--- config.mk ---
export PLATFORM = sky130hd
export DESIGN_NAME = core_sequencer
export DESIGN_NICKNAME = d
export VERILOG_FILES = /design/src/rtl/core_sequencer_pkg.sv /design/src/rtl/btn_debounce.sv /design/src/rtl/core_sequencer.sv
export SDC_FILE = /design/constraint.sdc
export NUM_CORES = 1
export LEC_CHECK = 0
export ABC_AREA = 0
export ABC_CLOCK_PERIOD_IN_PS = 6400
export CAP_MARGIN = 10
export CORE_MARGIN = 4
export CORE_UTILIZATION = 60
export CTS_CLUSTER_DIAMETER = 150
export CTS_CLUSTER_SIZE = 40
export DETAILED_ROUTE_END_ITERATION = 12
export GPL_TIMING_DRIVEN = 0
export PLACE_DENSITY_LB_ADDON = 0.05
export SLEW_MARGIN = 40
export SYNTH_ARGS = -nofsm -noshare
export SYNTH_HDL_FRONTEND = slang
export SYNTH_SLANG_ARGS = --single-unit
--- constraint.sdc ---
create_clock -name clk_48M -period 6.4 [get_ports clk_48M]
set_input_delay 1.28 -clock clk_48M [delete_from_list [all_inputs] [get_ports clk_48M]]
set_output_delay 1.28 -clock clk_48M [all_outputs]
set_load 0.1 [all_outputs]
--- src/rtl/core_sequencer_pkg.sv ---
// Shared definitions for the power-up / reset sequencer: state encoding,
// default timing constants and the running-state helper.
package core_sequencer_pkg;

    typedef enum logic [2:0] {
        WAIT_LOCK = 3'd0,
        HOLD      = 3'd1,
        CLK_RUN   = 3'd2,
        CORE_REL  = 3'd3,
        RUN       = 3'd4,
        SOFT_RST  = 3'd5
    } seq_state_t;

    localparam int CNT_W               = 16;
    localparam int DEF_HOLD_CYCLES     = 256;
    localparam int DEF_GAP_CYCLES      = 16;
    localparam int DEF_DEBOUNCE_CYCLES = 65536;

    // States in which the clock-enable phase counter advances
    function automatic logic is_running(seq_state_t s);
        return (s == CLK_RUN) || (s == CORE_REL) || (s == RUN) || (s == SOFT_RST);
    endfunction

endpackage

--- src/rtl/btn_debounce.sv ---
// Synchronises the bouncy active-low reset button and reports a press once it
// has been seen low for the full debounce interval without interruption.
module btn_debounce
    import core_sequencer_pkg::*;
#(
    parameter int DEBOUNCE_CYCLES = DEF_DEBOUNCE_CYCLES
) (
    input  logic i_clk,
    input  logic i_reset,
    input  logic i_btn_n,
    output logic o_press
);

    // Intervals beyond the counter range saturate at its maximum
    localparam logic [CNT_W-1:0] LIMIT =
        (DEBOUNCE_CYCLES > 65535) ? 16'hFFFF : 16'(DEBOUNCE_CYCLES);

    logic             r_btn_s1;
    logic             r_btn_s2;
    logic [CNT_W-1:0] r_cnt;

    always_ff @(posedge i_clk or posedge i_reset) begin
        if (i_reset) begin
            r_btn_s1 <= 1'b1;
            r_btn_s2 <= 1'b1;
            r_cnt    <= '0;
        end else begin
            r_btn_s1 <= i_btn_n;
            r_btn_s2 <= r_btn_s1;
            if (r_btn_s2) begin
                r_cnt <= '0;
            end else if (r_cnt != LIMIT) begin
                r_cnt <= r_cnt + 16'd1;
            end
        end
    end

    assign o_press = (r_cnt == LIMIT);

endmodule

--- src/rtl/core_sequencer.sv ---
// Power-up and soft-reset sequencer: waits for PLL lock, starts the divided
// clock enables, then releases video, core and audio resets in turn.
module core_sequencer
    import core_sequencer_pkg::*;
#(
    parameter int HOLD_CYCLES     = DEF_HOLD_CYCLES,
    parameter int GAP_CYCLES      = DEF_GAP_CYCLES,
    parameter int DEBOUNCE_CYCLES = DEF_DEBOUNCE_CYCLES
) (
    input  logic       clk_48M,
    input  logic       reset,
    input  logic       pll_lckd,
    input  logic       btn_nreset,
    input  logic       key_reset,
    output logic       ena_24,
    output logic       ena_12,
    output logic       ena_6,
    output logic       video_rst,
    output logic       core_rst,
    output logic       audio_rst,
    output logic [2:0] seq_state
);

    localparam logic [CNT_W-1:0] HOLD_LAST = 16'(HOLD_CYCLES - 1);
    localparam logic [CNT_W-1:0] GAP_LAST  = 16'(GAP_CYCLES - 1);
    localparam logic [CNT_W-1:0] HOLD_FULL = 16'(HOLD_CYCLES);

    logic             r_lock_s1;
    logic             r_lock_s2;
    seq_state_t       r_state;
    seq_state_t       w_next_state;
    logic [CNT_W-1:0] r_cnt;
    logic [CNT_W-1:0] w_next_cnt;
    logic [2:0]       r_ph;
    logic [2:0]       w_next_ph;
    logic             r_video_rst;
    logic             r_core_rst;
    logic             r_audio_rst;
    logic             w_video_rst_d;
    logic             w_core_rst_d;
    logic             w_audio_rst_d;
    logic             w_running;
    logic             w_btn_press;
    logic             w_rst_req;

    btn_debounce #(
        .DEBOUNCE_CYCLES(DEBOUNCE_CYCLES)
    ) u_debounce (
        .i_clk   (clk_48M),
        .i_reset (reset),
        .i_btn_n (btn_nreset),
        .o_press (w_btn_press)
    );

    assign w_rst_req = w_btn_press | key_reset;

    always_ff @(posedge clk_48M or posedge reset) begin
        if (reset) begin
            r_lock_s1 <= 1'b0;
            r_lock_s2 <= 1'b0;
        end else begin
            r_lock_s1 <= pll_lckd;
            r_lock_s2 <= r_lock_s1;
        end
    end

    always_ff @(posedge clk_48M or posedge reset) begin
        if (reset) begin
            r_state     <= WAIT_LOCK;
            r_cnt       <= '0;
            r_ph        <= '0;
            r_video_rst <= 1'b1;
            r_core_rst  <= 1'b1;
            r_audio_rst <= 1'b1;
        end else begin
            r_state     <= w_next_state;
            r_cnt       <= w_next_cnt;
            r_ph        <= w_next_ph;
            r_video_rst <= w_video_rst_d;
            r_core_rst  <= w_core_rst_d;
            r_audio_rst <= w_audio_rst_d;
        end
    end

    // SOFT_RST only starts counting once the request has gone away
    always_comb begin
        w_next_state = r_state;
        w_next_cnt   = r_cnt + 16'd1;
        if (!r_lock_s2) begin
            w_next_state = WAIT_LOCK;
        end else begin
            case (r_state)
                WAIT_LOCK: w_next_state = HOLD;
                HOLD:      if (r_cnt == HOLD_LAST) w_next_state = CLK_RUN;
                CLK_RUN: begin
                    if (w_rst_req)                w_next_state = SOFT_RST;
                    else if (r_cnt == GAP_LAST)   w_next_state = CORE_REL;
                end
                CORE_REL: begin
                    if (w_rst_req)                w_next_state = SOFT_RST;
                    else if (r_cnt == GAP_LAST)   w_next_state = RUN;
                end
                RUN:       if (w_rst_req) w_next_state = SOFT_RST;
                SOFT_RST: begin
                    if (w_rst_req)                w_next_cnt   = '0;
                    else if (r_cnt == HOLD_FULL)  w_next_state = CORE_REL;
                end
                default:   w_next_state = WAIT_LOCK;
            endcase
        end
        if ((w_next_state != r_state) || (w_next_state == WAIT_LOCK) ||
            (w_next_state == RUN)) begin
            w_next_cnt = '0;
        end
    end

    // Reset outputs are registered from the next state so they switch on the transition edge
    always_comb begin
        w_video_rst_d = (w_next_state == WAIT_LOCK) || (w_next_state == HOLD);
        w_core_rst_d  = !((w_next_state == CORE_REL) || (w_next_state == RUN));
        w_audio_rst_d = (w_next_state != RUN);
        w_running     = is_running(r_state);
        w_next_ph     = (w_running && is_running(w_next_state)) ? r_ph + 3'd1 : 3'd0;
        ena_24        = w_running & r_ph[0];
        ena_12        = w_running & (r_ph[1:0] == 2'd3);
        ena_6         = w_running & (r_ph == 3'd7);
    end

    assign video_rst = r_video_rst;
    assign core_rst  = r_core_rst;
    assign audio_rst = r_audio_rst;
    assign seq_state = r_state;

endmodule
==> impl_metrics.env <==
export IMPL_rsz0062_at_grt="false"
export IMPL_p_int_w=0.000428
export IMPL_ys_ff_latch=45
export IMPL_arrival_ns=1.97
export IMPL_final_min_clock_period_ns=3.25
export IMPL_p_seq_frac=0.533
export IMPL_setup_viol=0
export IMPL_antenna_found_initial=0
export IMPL_die_h_um=72.6
export IMPL_syn_nets=266
export IMPL_clkPwrFrac=0.404
export IMPL_synth_area_sq_mm=0.00250
export IMPL_initial_core_util=0.621
export IMPL_grt_pass1_vias=1779
export IMPL_htreeDepth=2
export IMPL_design_portCount=14
export IMPL_grt_total_usage=0.194
export IMPL_yosys_area_top_type="dfrtp_1"
export IMPL_synthSimpleGateAreaFrac=0.290
export IMPL_std_cell_rows=23
export IMPL_die_w_um=72.6
export IMPL_io_buffer_count=13
export IMPL_pwr_share_comb=0.063
export IMPL_irDropWorstVdd_v=0.000109
export IMPL_fmax_ghz=0.307
export IMPL_synth_adder_area_share=0.0250
export IMPL_ys_seq_area_frac=0.453
export IMPL_clk_path_buf_depth=2
export IMPL_final_nets=287
export IMPL_slew_violations=0
export IMPL_fin_crit_sh=0.508
export IMPL_dr_pass1_iters=4
export IMPL_postRouteAntennaNets=0
export IMPL_core_sq_mm=0.00403
export IMPL_synth_top_family_by_area="simple AND/OR/NAND/NOR gates"
export IMPL_fin_cells=328
export IMPL_grt_pass1_wl_um=8020
export IMPL_drtIter0Drc=136
export IMPL_synthDistinctLibCells=51
export IMPL_slew_headroom=0.656
export IMPL_syn_area_per_cell_sq_um=9.78
export IMPL_dp_cells=320
export IMPL_routed_wl_um=4500
export IMPL_vias_per_cell=5.50
export IMPL_worst_pin_slew_ns=0.513
export IMPL_dieArea_sq_mm=0.00527
export IMPL_status="finished, final reports clean"
export IMPL_synth_warning_count=0
export IMPL_syn_inst=256
export IMPL_grt_max_degree=31
export IMPL_cp_required_ns=5.12
export IMPL_dpl_instance_area_sq_mm=0.00267
export IMPL_p_per_area_mw_per_mm2=197
export IMPL_async_reset_ff_frac=1.00
export IMPL_critPathKind="reg2out"
export IMPL_drive_gt1_frac=0.209
export IMPL_postCtsSetupBuffers=0
export IMPL_drcViolationCount=0
export IMPL_clock_sinks=45
export IMPL_hold_violations=0
export IMPL_gp_congestion=0.922
export IMPL_hold_path_class="reg2reg"
export IMPL_crit_path_end_kind="primary output"
export IMPL_fin_tns_setup_ns=0
export IMPL_ys_flop_type="dfrtp_1"
export IMPL_synthMuxAreaShare=0
export IMPL_ctsResizeCount=0
export IMPL_vias=1805
export IMPL_ctsHoldBuffers=0
export IMPL_leakage_nw=1.31
export IMPL_wl_per_cell_um=13.7
export IMPL_yosysTopAreaCellShare=0.400
export IMPL_cts_root_buf="clkbuf_8"
export IMPL_fin_area_sq_mm=0.00279
export IMPL_clk_pin_slew_ns=0.08
export IMPL_yosys_top_cells_area="dfrtp_1 40%, xnor2_1 5.6%, dfstp_2 5.3%, nand2_1 5.1%, nor2_1 5.1%"
export IMPL_cts_tree="yes"
export IMPL_antenna_cells=0
export IMPL_synth_edf_count=0
export IMPL_finalClockSkew_ns=0.00929
export IMPL_grt_overflow=0
export IMPL_p_sw_frac=0.219
export IMPL_maxCapViolations=0
export IMPL_clock_latency_ns=0.30
export IMPL_cp_start_kind="flop"
export IMPL_place_hpwl_um=3250
export IMPL_yosys_top_cells_count="40 x dfrtp_1, 34 x nand2_1, 34 x nor2_1"
export IMPL_power_switching_w=0.000120
export IMPL_synth_most_common_cell="dfrtp_1"
export IMPL_synthXorXnorAreaFrac=0.105
export IMPL_numCtsBuffers=5
export IMPL_synth_compound_area_share=0.0820
export IMPL_worstPathMaxFanout=10
export IMPL_area_delta_synth_final_pct=11.4
registers in the layout (all words and copies together) (netlist names):
name                 cells
audio_rst                1
r_lock_s1                1
seq_state                3
r_ph                     3
u_debounce.r_btn_s2      1
r_cnt                   16
video_rst                1
core_rst                 1
u_debounce.r_btn_s1      1
r_lock_s2                1
u_debounce.r_cnt        16
power by group through the flow:
stage / Combinational [W] / Sequential (W) / Clock, W
after floorplan: 0.0000211 / 0.000300 / 0
after global placement: 0.0000333 / 0.000297 / 0
after detailed placement: 0.0000353 / 0.000298 / 0
after CTS: 0.0000355 / 0.000292 / 0.000227
after global routing: 0.0000389 / 0.000293 / 0.000237
final: 0.0000345 / 0.000292 / 0.000222
metrics by stage:
stage                      util  setup WS [ns]  hold WS (ns)  total power (W)
after global routing      0.692           2.97         0.372         0.000568
after floorplan               -           2.80         0.331         0.000321
after CTS                 0.692           3.15         0.360         0.000555
after global placement    0.669           2.74         0.332         0.000331
after detailed placement  0.663           3.29         0.341         0.000333
final                     0.692           3.15         0.359         0.000548
cell type report:
class	instances	area, sq um
multi-input cells	193	1250
fillers	321	1240
flip-flops and latches	45	1130
repair buffers	14	105
plain buffers	11	88.8
clock buffers	7	86.3
well taps	50	62.6
clock inverters	1	30.0
inverters	7	28.8
critical path, cell delays in order (launching register included):
cell      delay [ns]
dfrtp_1         0.43
clkbuf_1        0.36
nand2b_1        0.16
nand2_1         0.18
and2_1          0.14
buf_2           0.41
cell families after synthesis:
group	Yosys count
compound gates	25
xor+xnor	30
flops	45
buf+inv	18
fa+ha+maj	5
simple gates	133
routing by layer:
| layer | global-route usage | part of all wire | vias to the layer above | wire length, um |
|---|---|---|---|---|
| met5 | 0 | 0 | - | 0 |
| met4 | 0.0676 | 0.015 | 0 | 66 |
| met3 | 0.0372 | 0.038 | 6 | 169 |
| met2 | 0.318 | 0.48 | 33 | 2170 |
| met1 | 0.259 | 0.46 | 864 | 2090 |
| li1 | - | - | 902 | - |
placed cells by master (no fill, tap or decap), types with 3 or more instances in the layout:
| cell | instances |
|---|---|
| clkdlybuf4s50_1 | 4 |
| and2_1 | 5 |
| buf_2 | 10 |
| dfrtp_1 | 40 |
| nor3_1 | 7 |
| buf_6 | 3 |
| a21oi_1 | 6 |
| nand3_1 | 10 |
| nand2_1 | 34 |
| dfstp_2 | 5 |
| clkbuf_1 | 4 |
| ha_1 | 5 |
| nand4_1 | 7 |
| nor2_1 | 34 |
| clkbuf_8 | 6 |
| xor2_1 | 14 |
| and4_1 | 3 |
| inv_1 | 6 |
| xnor2_1 | 16 |
| nor2_2 | 9 |
| and3_1 | 8 |
path summary, 6_finish.rpt:
path,cells after the start,to,slack [ns],startpoint
min,0,u_debounce.r_btn_s2,0.36,u_debounce.r_btn_s1
max reg2reg,10,r_cnt[4],4.08,r_cnt[0]
max in group asynchronous,3,core_rst,4.67,reset
max,5,ena_24,3.15,seq_state[1]
min in group asynchronous,2,u_debounce.r_cnt[8],1.25,reset
min reg2reg,0,u_debounce.r_btn_s2,0.36,u_debounce.r_btn_s1
Power figures use the tool's default switching activity.
